$ cat src/rtl/fft_comp_sched.sv
// fft_comp_sched - frame-level controller for the pipelined FFT datapath.
//
// Takes one job descriptor at a time and holds it as stable configuration
// for the datapath. It gates DMA->compute so exactly 2^point samples enter,
// and counts 2^point samples leaving towards the bit-reverse FIFO. It also
// signals frame completion before the next descriptor can be accepted.
//
// Optional feature: define FFT_SCHED_TIMEOUT_EN to add a drain watchdog. When
// DRAIN sees no output for TIMEOUT cycles, the frame is aborted with a
// one-cycle timeout pulse.
//
// Ports:
//   clk, rst_n              clock, async active-low reset
//   cfg_valid / cfg_ready   descriptor handshake
//   cfg_point/ifft/scaling/shift   descriptor fields
//   dma_valid / dma_ready   DMA side of the input stream
//   comp_in_valid / comp_ready_out  compute side of the input stream
//   comp_out_valid, sink_ready      compute output -> bit-reverse FIFO
//   point/ifft/scaling/shift_back   active configuration (held)
//   busy        frame in progress
//   frame_done  one-cycle completion pulse
//   cfg_err     one-cycle illegal-descriptor pulse
//   timeout     one-cycle watchdog pulse (0 without the watchdog)
module fft_comp_sched #(
  parameter int MAX_LOG2 = 13,
  parameter int CNT_W    = MAX_LOG2 + 1,
  parameter int TIMEOUT  = 4096
) (
  input  logic                  clk,
  input  logic                  rst_n,
  input  logic                  cfg_valid,
  output logic                  cfg_ready,
  input  logic [3:0]            cfg_point,
  input  logic                  cfg_ifft,
  input  logic [2*MAX_LOG2-1:0] cfg_scaling,
  input  logic [4:0]            cfg_shift,
  input  logic                  dma_valid,
  output logic                  dma_ready,
  output logic                  comp_in_valid,
  input  logic                  comp_ready_out,
  input  logic                  comp_out_valid,
  input  logic                  sink_ready,
  output logic [3:0]            point,
  output logic                  ifft,
  output logic [2*MAX_LOG2-1:0] scaling,
  output logic [4:0]            shift_back,
  output logic                  busy,
  output logic                  frame_done,
  output logic                  cfg_err,
  output logic                  timeout
);

  typedef enum logic [1:0] {IDLE, LOAD, DRAIN} state_t;

  localparam logic [3:0]       MAX_PT = 4'(MAX_LOG2);
  localparam logic [CNT_W-1:0] ONE    = CNT_W'(1);

  state_t           state;
  logic [CNT_W-1:0] in_cnt, out_cnt;
  logic [CNT_W-1:0] n_cnt;
  logic             in_fire, out_fire, out_cnt_en;
  logic             last_in, done_hit, cfg_legal;

  assign cfg_ready     = (state == IDLE);
  assign dma_ready     = comp_ready_out & (state == LOAD);
  assign comp_in_valid = dma_valid & (state == LOAD);
  assign in_fire       = dma_valid & dma_ready;
  assign out_fire      = comp_out_valid & sink_ready;

  assign n_cnt     = ONE << point;
  assign cfg_legal = (cfg_point != 4'd0) && (cfg_point <= MAX_PT);
  assign last_in   = (in_cnt == n_cnt - ONE);
  // Output counting is live in LOAD and DRAIN; it saturates at N, and any
  // out_fire seen in IDLE is ignored.
  assign out_cnt_en = out_fire && (state != IDLE) && (out_cnt != n_cnt);
  assign done_hit   = out_cnt_en && (out_cnt == n_cnt - ONE);

`ifdef FFT_SCHED_TIMEOUT_EN
  localparam int WD_W = $clog2(TIMEOUT + 1);
  logic [WD_W-1:0] wd;
  logic            timeout_q;
  assign timeout = timeout_q;
`else
  // Without the watchdog, TIMEOUT has no effect; this term folds to 0.
  assign timeout = 1'b0 & (TIMEOUT == 0);
`endif

  always_ff @(posedge clk or negedge rst_n) begin
    if (!rst_n) begin
      state      <= IDLE;
      in_cnt     <= '0;
      out_cnt    <= '0;
      point      <= '0;
      ifft       <= 1'b0;
      scaling    <= '0;
      shift_back <= '0;
      busy       <= 1'b0;
      frame_done <= 1'b0;
      cfg_err    <= 1'b0;
`ifdef FFT_SCHED_TIMEOUT_EN
      wd         <= '0;
      timeout_q  <= 1'b0;
`endif
    end else begin
      frame_done <= 1'b0;
      cfg_err    <= 1'b0;
`ifdef FFT_SCHED_TIMEOUT_EN
      timeout_q  <= 1'b0;
`endif
      case (state)
        IDLE: begin
          if (cfg_valid) begin
            if (cfg_legal) begin
              point      <= cfg_point;
              ifft       <= cfg_ifft;
              scaling    <= cfg_scaling;
              shift_back <= cfg_shift;
              in_cnt     <= '0;
              out_cnt    <= '0;
              busy       <= 1'b1;
              state      <= LOAD;
            end else begin
              // An illegal descriptor is consumed and the configuration is left alone.
              cfg_err <= 1'b1;
            end
          end
        end
        LOAD: begin
          if (in_fire)    in_cnt  <= in_cnt + ONE;
          if (out_cnt_en) out_cnt <= out_cnt + ONE;
          // When the final input and the final output arrive together, completion wins.
          if (done_hit) begin
            state      <= IDLE;
            busy       <= 1'b0;
            frame_done <= 1'b1;
          end else if (in_fire && last_in) begin
            state <= DRAIN;
`ifdef FFT_SCHED_TIMEOUT_EN
            wd    <= '0;
`endif
          end
        end
        DRAIN: begin
          if (out_cnt_en) out_cnt <= out_cnt + ONE;
          if (done_hit) begin
            state      <= IDLE;
            busy       <= 1'b0;
            frame_done <= 1'b1;
          end
`ifdef FFT_SCHED_TIMEOUT_EN
          else if (out_fire) begin
            wd <= '0;
          end else if (wd == WD_W'(TIMEOUT - 1)) begin
            // Abort the frame and keep the configuration. No frame_done is emitted.
            state     <= IDLE;
            busy      <= 1'b0;
            timeout_q <= 1'b1;
          end else begin
            wd <= wd + 1'b1;
          end
`endif
        end
        default: state <= IDLE;
      endcase
    end
  end

endmodule

$ cat config.mk
export PLATFORM = sky130hd
export DESIGN_NAME = fft_comp_sched
export DESIGN_NICKNAME = d
export VERILOG_FILES = /design/src/rtl/fft_comp_sched.sv
export SDC_FILE = /design/constraint.sdc
export NUM_CORES = 1
export LEC_CHECK = 0
export BUFFER_PORTS_ARGS = -buffer_cell sky130_fd_sc_hd__buf_4
export CORE_ASPECT_RATIO = 1.75
export CORE_MARGIN = 2
export CORE_UTILIZATION = 60
export CTS_CLUSTER_DIAMETER = 150
export CTS_CLUSTER_SIZE = 10
export DETAILED_ROUTE_END_ITERATION = 12
export PLACE_DENSITY = 0.84
export SYNTH_ARGS = -nofsm -noshare
export SYNTH_HDL_FRONTEND = slang
export SYNTH_SLANG_ARGS = --single-unit
export TNS_END_PERCENT = 100
$ cat constraint.sdc
create_clock -name clk -period 7.5 [get_ports clk]
set_input_delay 1.5 -clock clk [delete_from_list [all_inputs] [get_ports clk]]
set_output_delay 1.5 -clock clk [all_outputs]
set_load 0.02 [all_outputs]
==> results of run 1 <==
through the flow:
step	worst slack (ns)	instance area (sq um)	instances	total power, mW	hold slack [ns]
after global placement	3.95	4780	584	0.573	0.490
after floorplan	4.28	4210	448	0.526	0.481
final	4.06	5090	600	1.01	0.512
after global routing	3.87	5090	600	1.05	0.523
after detailed placement	3.90	4780	584	0.578	0.498
after CTS	4.07	5090	600	1.01	0.509
power breakdown:
| part | leakage (nW) | internal (mW) | switching, mW | total [mW] |
|---|---|---|---|---|
| clock network | 0.150 | 0.276 | 0.158 | 0.434 |
| logic | 1.25 | 0.0621 | 0.0665 | 0.129 |
| registers | 0.923 | 0.395 | 0.0505 | 0.445 |
logic make-up after synthesis:
group	after synthesis	synth area share (%)
simple gates	171	22.2
compound gates	93	14.5
flops	69	41.1
buf+inv	46	5.15
mux	38	10.2
xor+xnor	24	5.00
fa+ha+maj	6	1.79
other cells	1	0.0892
metal layers:
layer / global-route usage, % / up-vias / wire [microns]
met2: 54.0 / 143 / 6140
met5: 0 / - / 0
met1: 33.9 / 1807 / 4150
met4: 18.0 / 0 / 553
met3: 7.83 / 46 / 593
li1: - / 1732 / -
worst register-to-register path, delay by kind of cell (launching register included):
| family | cells | cell delay (ns) |
|---|---|---|
| simple gates | 5 | 1.74 |
| flops | 1 | 0.71 |
| fa+ha+maj | 1 | 0.34 |
| compound gates | 4 | 0.54 |
layout by cell type (no fill, tap or decap), drive strengths merged, types with 3 or more instances in the layout:
cell type   n
buf        86
a21o        3
nand4      11
nand3      22
nor3        7
mux2       36
o21ai      36
nor2       37
xnor2      14
a21oi      16
nor4        4
dfrtp      69
nor4bb      3
nor2b       9
clkbuf     13
ha          6
nand2b      4
and2        6
or3        12
nand2      40
o31ai       4
xor2       10
o211ai      4
inv        12
registers in the layout, indices dropped and copies added, names as in the netlist:
name / flops
scaling: 26
in_cnt: 14
out_cnt: 14
shift_back: 5
point: 4
state: 2
busy: 1
cfg_err: 1
frame_done: 1
ifft: 1
layout make-up:
type / instances / area, sq um / area share, %
multi-input cells: 333 / 2260 / 44.5
flip-flops and latches: 69 / 1730 / 33.9
repair buffers: 86 / 646 / 12.7
clock buffers: 13 / 260 / 5.11
well taps: 84 / 105 / 2.07
inverters: 12 / 45.0 / 0.885
clock inverters: 3 / 43.8 / 0.861
worst max-delay path by stage:
stage	slack, ns	startpoint	to	depth (start not counted)
2_1_floorplan	4.28	dma_valid	comp_in_valid	1
3_3_place_gp	3.95	cfg_point[1]	out_cnt[13]$_DFFE_PN0P_	9
3_5_place_dp	3.90	cfg_point[1]	out_cnt[13]$_DFFE_PN0P_	9
4_1_cts	4.07	comp_ready_out	dma_ready	3
5_1_grt	3.87	point[1]$_DFFE_PN0P_	state[1]$_DFFE_PN0P_	10
6_report	4.06	point[1]$_DFFE_PN0P_	state[1]$_DFFE_PN0P_	10
==> impl_metrics.ini, run 1 <==
[min_path]
holdPathStages = 1
hp-class = flop to flop
holdPathEnd = shift_back[1]$_DFFE_PN0P_
holdCritStartpoint = shift_back[1]$_DFFE_PN0P_

[synthesis]
ys_seq_area_share_pct = 41.1
ys_ff_latch = 69
syn-mean-instance-area_sq_um = 9.39
synth_top_area_share_pct = 41.1
synth.most_common_cell = dfrtp_1
yosys-top-cells-area = dfrtp_1, mux2_2, nand2_1
synth_flop_cell = dfrtp_1
yosysUniqueCellTypes = 74
async_flop_share_pct = 100
synth_cells = 448
synthTopCellsByCount = dfrtp_1, nand2_1, nor2_1, mux2_2, o21ai_0
yosysTopAreaCell = dfrtp_1
syn_nets = 497
netlist_area_sq_um = 4210
yosysWarnings = 0
synth_edf_count = 0

[critical_path]
crit_chain = or4_4, ha_1, or3_1, a21o_1, nand2_1, o2111ai_1, nor4_1, and4b_1, o21ai_0, o2bb2ai_1
cp-end-kind = flop
cp.arrival_ns = 3.66
path_max_fanout = 29
path_buf_inv = 0
regToRegEndpoint = state[1]$_DFFE_PN0P_
crit_path_top_delay_cell = dfrtp_1
start_kind = flop
rr_worst_depth = 10
reg2reg_slack_ns = 4.06
cp_data_required_time_ns = 7.72
r2r-start = point[1]$_DFFE_PN0P_
crit_family = simple AND/OR/NAND/NOR gates
slowest_delay_ns = 0.71
criticalPathCategory = flop to flop

[power]
vdd_drop_max_uv = 193
power.density_nw_per_um2 = 198
leakage_nw = 2.32

[route]
via_per_inst = 6.21
ant_nets = 0
wl_per_cell_microns = 19.1
drtIter0Drc = 342
dr_total_vias = 3728
routed_wl_mm = 11.4
post-route-drc-count = 0
dr.pass1.iters = 5

[clock_tree]
cts.sinks = 69
hold_buffers = 0
clk_latency_ns = 0.33
tritoncts = built
clockBufferDepth = 2
cts_resized = 0
cts_made_buffers = 9
cts_setup_buffers = 0
htreeDepth = 3
root_buffer = clkbuf_16
clk_pin_slew_ns = 0.05

[layout]
drive_above_1_share_pct = 28.3
post-route-util_pct = 74.8
fin_nets = 560
n_antenna_cell = 0
fill_cells = 523
area_growth_pct = 21.0

[sta]
slew-limit-headroom_pct = 32.8
grt_setup_unrepaired = false
period_share_pct = 45.8
period_needed_ns = 3.44
setup_viol = 0
skew_ns = 0.00547
worst_pin_slew_ns = 1.01
setup_tns_ns = 0
hold_violations = 0
fmax_mhz = 291
slew_violations = 0

[floorplan]
start_util_pct = 61.8
core.rowCount = 40
die_w_microns = 67.3
die_h_microns = 115
coreArea_sq_um = 6810
die_area_sq_um = 7720
io_pins = 86

[place]
hpwl_mm = 8.12
gp_congestion = 0.897
port_buffers = 84

[global_route]
grt_max_degree = 70
grt_pass1_vias = 3839
overflow = 0
grt_first_pass_wirelength_mm = 18.2
grt_usage_pct = 31.3
antenna_found_initial = 0

[job]
maxCapViolCount = 0

[outcome]
outcome = complete, no violations
Power figures use the tool's default switching activity.
==> run 2, diff against run 1 <==
--- a/config.mk
+++ b/config.mk
@@ -5,14 +5,15 @@
 export SDC_FILE = /design/constraint.sdc
 export NUM_CORES = 1
 export LEC_CHECK = 0
+export ABC_AREA = 1
 export BUFFER_PORTS_ARGS = -buffer_cell sky130_fd_sc_hd__buf_4
 export CORE_ASPECT_RATIO = 1.75
 export CORE_MARGIN = 2
-export CORE_UTILIZATION = 60
+export CORE_UTILIZATION = 56
 export CTS_CLUSTER_DIAMETER = 150
 export CTS_CLUSTER_SIZE = 10
 export DETAILED_ROUTE_END_ITERATION = 12
-export PLACE_DENSITY = 0.84
+export PLACE_DENSITY = 0.79
 export SYNTH_ARGS = -nofsm -noshare
 export SYNTH_HDL_FRONTEND = slang
 export SYNTH_SLANG_ARGS = --single-unit
==> constraint.sdc (replaced) <==
create_clock -name clk -period 3.4 [get_ports clk]
set_input_delay 0.68 -clock clk [delete_from_list [all_inputs] [get_ports clk]]
set_output_delay 0.68 -clock clk [all_outputs]
set_load 0.02 [all_outputs]
==> run 2 against run 1 <==
- setup slack worse by 3.3 ns
- synthesized cell count up 40%
- first-iteration DRC count down 24%
- register-to-register slack worse by 3.3 ns
- critical endpoint is now state[0]$_DFFE_PN0P_
- critical path depth up 7
- critical path type unchanged
==> impl_metrics.ini, run 2 <==
[outcome]
outcome = complete, no violations

[route]
ant_nets = 0
drtIter0Drc = 261
dr_total_vias = 4325
dr.pass1.iters = 5
via_per_inst = 5.39
post-route-drc-count = 0
routed_wl_mm = 12.6
wl_per_cell_microns = 15.7

[synthesis]
yosys-top-cells-area = dfrtp_1, nand2_1, nand3_1
synth_flop_cell = dfrtp_1
yosysUniqueCellTypes = 31
synth_top_area_share_pct = 40.0
synthSimpleGateAreaFrac_pct = 40.1
synth-compound-area-share_pct = 6.79
synth_top_family_by_area = simple AND/OR/NAND/NOR gates
synth_xor_area_share_pct = 4.06
ys_ff_latch = 69
ys_seq_area_share_pct = 40.0
synthTopCellsByCount = nand2_1, dfrtp_1, nor2_1, inv_1, nand3_1
syn_nets = 676
synth.most_common_cell = nand2_1
synth_edf_count = 0
syn-mean-instance-area_sq_um = 6.88
synthMuxAreaShare_pct = 0
netlist_area_sq_um = 4310
synth_cells = 627
yosysWarnings = 0
yosysTopAreaCell = dfrtp_1
async_flop_share_pct = 100
synthAdderAreaFrac_pct = 1.74

[clock_tree]
clk_latency_ns = 0.33
root_buffer = clkbuf_16
hold_buffers = 0
cts.sinks = 69
cts_resized = 0
cts_setup_buffers = 0
htreeDepth = 3
cts_made_buffers = 9
clk_pin_slew_ns = 0.06
clockBufferDepth = 2
tritoncts = built

[power]
p_comb_share_pct = 53.3
leakage_nw = 2.79
switchingPower_mw = 2.42
power.density_nw_per_um2 = 947
p_int_mw = 2.60
switching_share_pct = 48.2
pwr-share-clk_pct = 18.8
seq_power_share_pct = 28.0
vdd_drop_max_uv = 580

[critical_path]
crit_family = simple AND/OR/NAND/NOR gates
path_buf_inv = 2
crit_path_top_delay_cell = dfrtp_1
cp.arrival_ns = 2.90
slowest_delay_ns = 0.56
crit_chain = nor2_1, buf_4, nand2_1, ha_1, xnor2_1, nor2_1, nand2_1, nor2_1, nand2_1, nor2_1, nand3_1, inv_1, nand2_1, nand2_1, nand2_1, nand2_1, nand2_1
start_kind = flop
cp_data_required_time_ns = 3.62
criticalPathCategory = flop to flop
crit_path_frequent_cell = nand2_1
path_max_fanout = 13
reg2reg_slack_ns = 0.72
cp-end-kind = flop

[sta]
period_share_pct = 78.8
setup_tns_ns = 0
slew_violations = 0
grt_setup_unrepaired = false
worst_pin_slew_ns = 0.871
period_needed_ns = 2.68
setup_viol = 0
fmax_mhz = 373
hold_slack_ns = 0.449
skew_ns = 0.00473
hold_violations = 0
slew-limit-headroom_pct = 41.9

[floorplan]
die_area_sq_um = 8440
start_util_pct = 57.4
coreArea_sq_um = 7510
die_w_microns = 70.3
io_pins = 86
core.rowCount = 42
die_h_microns = 120

[place]
hpwl_mm = 9.66
gp_congestion = 1.10
port_buffers = 84

[job]
maxCapViolCount = 0

[global_route]
antenna_found_initial = 0
grt_max_degree = 70
grt_pass1_vias = 4325
grt_first_pass_wirelength_mm = 20.5
overflow = 0
grt_usage_pct = 31.3

[layout]
n_antenna_cell = 0
post-route-util_pct = 70.5
largest_reg_flops = 26
largest_registers = scaling x26, in_cnt x14, out_cnt x14
final_common_cell = nand2_1
drive_above_1_share_pct = 19.2
largest_register = scaling
fin_nets = 759
layout_common_cells = nand2_1, buf_4, dfrtp_1
area_growth_pct = 22.9
fill_cells = 642

[min_path]
hp-class = primary input to asynchronous set/reset pin
-- run 2: cell types whose count changed after synthesis, moves of 9 or more --
cell     previous run  this run
nand2_1            40       269
inv_1              11        54
mux2_2             35         0
nand3_1            21        47
nor2_1             36        60
o21ai_2             0        14
xnor2_1            14         1
or3_1              12         0
o21ai_0            27        16
nand4_1            11         1
nor2b_1             9         0
o21ai_1             9         0
xor2_1             10        19
-- run 2: worst paths after layout --
kind                                               from                        end  depth (start not counted)
worst min register to register  scaling[15]$_DFFE_PN0P_    scaling[15]$_DFFE_PN0P_                          2
worst min-delay path                              rst_n  shift_back[3]$_DFFE_PN0P_                          1
worst max-delay path               point[3]$_DFFE_PN0P_       state[0]$_DFFE_PN0P_                         17
max in group asynchronous                         rst_n     out_cnt[5]$_DFFE_PN0P_                          1
min in group clk                scaling[15]$_DFFE_PN0P_    scaling[15]$_DFFE_PN0P_                          2
worst max register to register     point[3]$_DFFE_PN0P_       state[0]$_DFFE_PN0P_                         17
-- run 2: cell type report --
type,count,area (sq um),area share [%]
clock buffer,11,243,4.58
tap,88,110,2.08
inverter,57,214,4.04
clock inverter,5,60.1,1.13
multi-input combinational,484,2280,43.0
timing repair buffer,89,668,12.6
sequential,69,1730,32.6
-- run 2: kinds of logic (layout without fill, tap and decap cells) --
logic type	after synthesis	count (layout)
buffers and inverters	74	162
AOI/OAI and AO/OA	45	45
other	1	1
xor gates and xnor gates	20	20
and+or+nand+nor	412	412
DFF	69	69
adders and majority gates	6	6
-- run 2: metrics by stage --
step,setup WS (ns),area (sq um),std cells,power (mW)
3_5_place_dp,0.817,5000,787,4.05
2_1_floorplan,1.07,4310,627,3.16
6_report,0.720,5300,803,5.02
4_1_cts,0.792,5300,803,5.02
3_3_place_gp,0.889,5000,787,4.01
5_1_grt,0.512,5300,803,5.37
-- run 2: routing by layer --
layer | GRT usage (%) | vias to the layer above | share of wire [%]
met5 | 0 | - | 0
met4 | 16.3 | 0 | 4.5
met3 | 5.04 | 42 | 4.6
met2 | 57.7 | 153 | 55
met1 | 33.4 | 1996 | 36
li1 | - | 2134 | -
-- run 2: worst reg2reg max path, stage by stage (launching register included) --
cell and delay, ns:
dfrtp_1 0.56, nor2_1 0.18, buf_4 0.20, nand2_1 0.12, ha_1 0.36, xnor2_1 0.17, nor2_1 0.12, nand2_1 0.06
nor2_1 0.09, nand2_1 0.07, nor2_1 0.08, nand3_1 0.13, inv_1 0.09, nand2_1 0.08, nand2_1 0.11, nand2_1 0.07
nand2_1 0.06, nand2_1 0.04
-- run 2: power groups by stage --
| stage | logic (mW) | clock network [mW] | registers, mW |
|---|---|---|---|
| after floorplan | 1.58 | 0 | 1.58 |
| after global placement | 2.61 | 0 | 1.40 |
| after detailed placement | 2.65 | 0 | 1.40 |
| after CTS | 2.66 | 0.960 | 1.40 |
| after global routing | 2.95 | 0.989 | 1.44 |
| final | 2.67 | 0.942 | 1.40 |
==> run 3, diff against run 2 <==
==> constraint.sdc (replaced) <==
create_clock -name clk -period 2.7 [get_ports clk]
set_input_delay 0.54 -clock clk [delete_from_list [all_inputs] [get_ports clk]]
set_output_delay 0.54 -clock clk [all_outputs]
set_load 0.02 [all_outputs]
==> run 3 against run 2 <==
- cell count grew 1.2%
- register-to-register slack lost 0.53 ns
- hold slack lost 0.13 ns
- first-iteration DRC count grew 6.5%
- critical path type unchanged
- global-route usage grew 1.2 points
==> impl_metrics.ini, run 3 (same netlist as run 2, synthesis figures left out) <==
[power]
total_power_mw = 6.55
power.density_nw_per_um2 = 1220
pwr-share-clk_pct = 18.4
leakage_nw = 2.84
switching_share_pct = 47.8
p_int_mw = 3.42
p_comb_share_pct = 55.0
seq_power_share_pct = 26.6
switchingPower_mw = 3.13
vdd_drop_max_uv = 758

[sta]
fin_ws_ns = 0.188
slew_violations = 0
slew-limit-headroom_pct = 40.6
setup_tns_ns = 0
setup_viol = 0
period_needed_ns = 2.51
fmax_mhz = 398
worst_pin_slew_ns = 0.891
period_share_pct = 93.0
hold_violations = 0
skew_ns = 0.00832
hold_slack_ns = 0.319
grt_setup_unrepaired = false

[critical_path]
crit_family = simple AND/OR/NAND/NOR gates
crit_path_top_delay_cell = dfrtp_1
criticalPathCategory = flop to flop
r2r-start = point[3]$_DFFE_PN0P_
cp.arrival_ns = 2.77
crit_path_end = out_cnt[2]$_DFFE_PN0P_
path_max_fanout = 25
crit_path_frequent_cell = nand2_1
cp-startpoint = point[3]$_DFFE_PN0P_
crit_chain = buf_4, inv_1, nand2_1, nor2_1, nand2_1, nand2_1, nor2_1, nand2_1, nor2_1, nand2_1, nand2_2, inv_2, nand2_4, nand2_4, nand2_1, o21ai_2
reg2reg_slack_ns = 0.19
cp_data_required_time_ns = 2.96
cp_num_cells = 16
slowest_delay_ns = 0.39
rr_worst_depth = 16
path_buf_inv = 3
regToRegEndpoint = out_cnt[2]$_DFFE_PN0P_
cp-end-kind = flop
start_kind = flop

[layout]
final_common_cell = nand2_1
instances_no_fill = 813
largest_registers = scaling x26, in_cnt x14, out_cnt x14
final_cell_area_sq_um = 5380
area_growth_pct = 24.8
fin_nets = 769
largest_reg_flops = 26
largest_register = scaling
drive_above_1_share_pct = 20.4
layout_common_cells = nand2_1, buf_4, dfrtp_1
n_antenna_cell = 0
post-route-util_pct = 71.6

[route]
via_per_inst = 5.43
routed_wl_mm = 13.1
wl_met2_mm = 6.73
ant_nets = 0
met1Wirelength_mm = 4.73
dr.pass1.iters = 5
wl_per_cell_microns = 16.1
top_layer = met4
drtIter0Drc = 278
dr_wl_met3_microns = 720
post-route-drc-count = 0
dr_total_vias = 4412

[clock_tree]
clk_pin_slew_ns = 0.06
tritoncts = built
cts.sinks = 69
cts_setup_buffers = 0
clockBufferDepth = 2
cts_made_buffers = 9
hold_buffers = 0
cts_resized = 0
clk_latency_ns = 0.33
root_buffer = clkbuf_16
htreeDepth = 3

[floorplan]
die_area_sq_um = 8440
io_pins = 86
coreArea_sq_um = 7510
core.rowCount = 42
die_w_microns = 70.3
start_util_pct = 57.4
die_h_microns = 120

[global_route]
grt_max_degree = 70
antenna_found_initial = 0
grt_usage_pct = 32.4
overflow = 0
grt_pass1_vias = 4455
grt_first_pass_wirelength_mm = 21.1

[place]
place_inst = 797
hpwl_mm = 9.83
placed_cell_area_sq_um = 5070
port_buffers = 84
pre_cts_ws_ns = 0.262
gp_congestion = 1.08

[min_path]
hp-class = primary input to asynchronous set/reset pin

[job]
maxCapViolCount = 0

[outcome]
outcome = complete, no violations
==> run 3: power groups by stage <==
stage | logic [mW] | clock network, mW | registers (mW)
floorplan | 2.00 | 0 | 1.99
global placement | 3.47 | 0 | 1.72
CTS | 3.56 | 1.22 | 1.73
finish | 3.61 | 1.20 | 1.74
global route | 3.95 | 1.25 | 1.78
detailed placement | 3.54 | 0 | 1.73
==> run 3: worst register-to-register path, stage by stage (launching register included) <==
cell,delay [ns]
dfrtp_1,0.39
buf_4,0.21
inv_1,0.20
nand2_1,0.10
nor2_1,0.36
nand2_1,0.10
nand2_1,0.07
nor2_1,0.04
nand2_1,0.09
nor2_1,0.05
nand2_1,0.09
nand2_2,0.07
inv_2,0.09
nand2_4,0.06
nand2_4,0.30
nand2_1,0.13
o21ai_2,0.08
==> run 3: area by class of cell <==
| class | instances | area [sq um] |
|---|---|---|
| Multi-Input combinational cell | 484 | 2280 |
| Tap cell | 88 | 110 |
| Clock buffer | 13 | 260 |
| Fill cell | 637 | 2130 |
| Clock inverter | 3 | 43.8 |
| Timing Repair Buffer | 99 | 743 |
| Sequential cell | 69 | 1730 |
| Inverter | 57 | 214 |
==> run 3: worst min path at each step <==
| stage | from | endpoint | slack, ns | cells past startpoint |
|---|---|---|---|---|
| after floorplan | rst_n | busy$_DFFE_PN0P_ | 0.24 | 0 |
| after CTS | rst_n | shift_back[3]$_DFFE_PN0P_ | 0.36 | 1 |
| final | rst_n | shift_back[1]$_DFFE_PN0P_ | 0.32 | 1 |
| after detailed placement | scaling[5]$_DFFE_PN0P_ | scaling[5]$_DFFE_PN0P_ | 0.46 | 2 |
| after global placement | scaling[0]$_DFFE_PN0P_ | scaling[0]$_DFFE_PN0P_ | 0.46 | 2 |
| after global routing | rst_n | shift_back[3]$_DFFE_PN0P_ | 0.40 | 1 |
==> run 3: per-layer routing <==
| metal | up-vias | track usage, % |
|---|---|---|
| met5 | - | 0 |
| met4 | 0 | 22.7 |
| met3 | 63 | 6.38 |
| met2 | 182 | 57.1 |
| met1 | 2016 | 33.7 |
| li1 | 2151 | - |
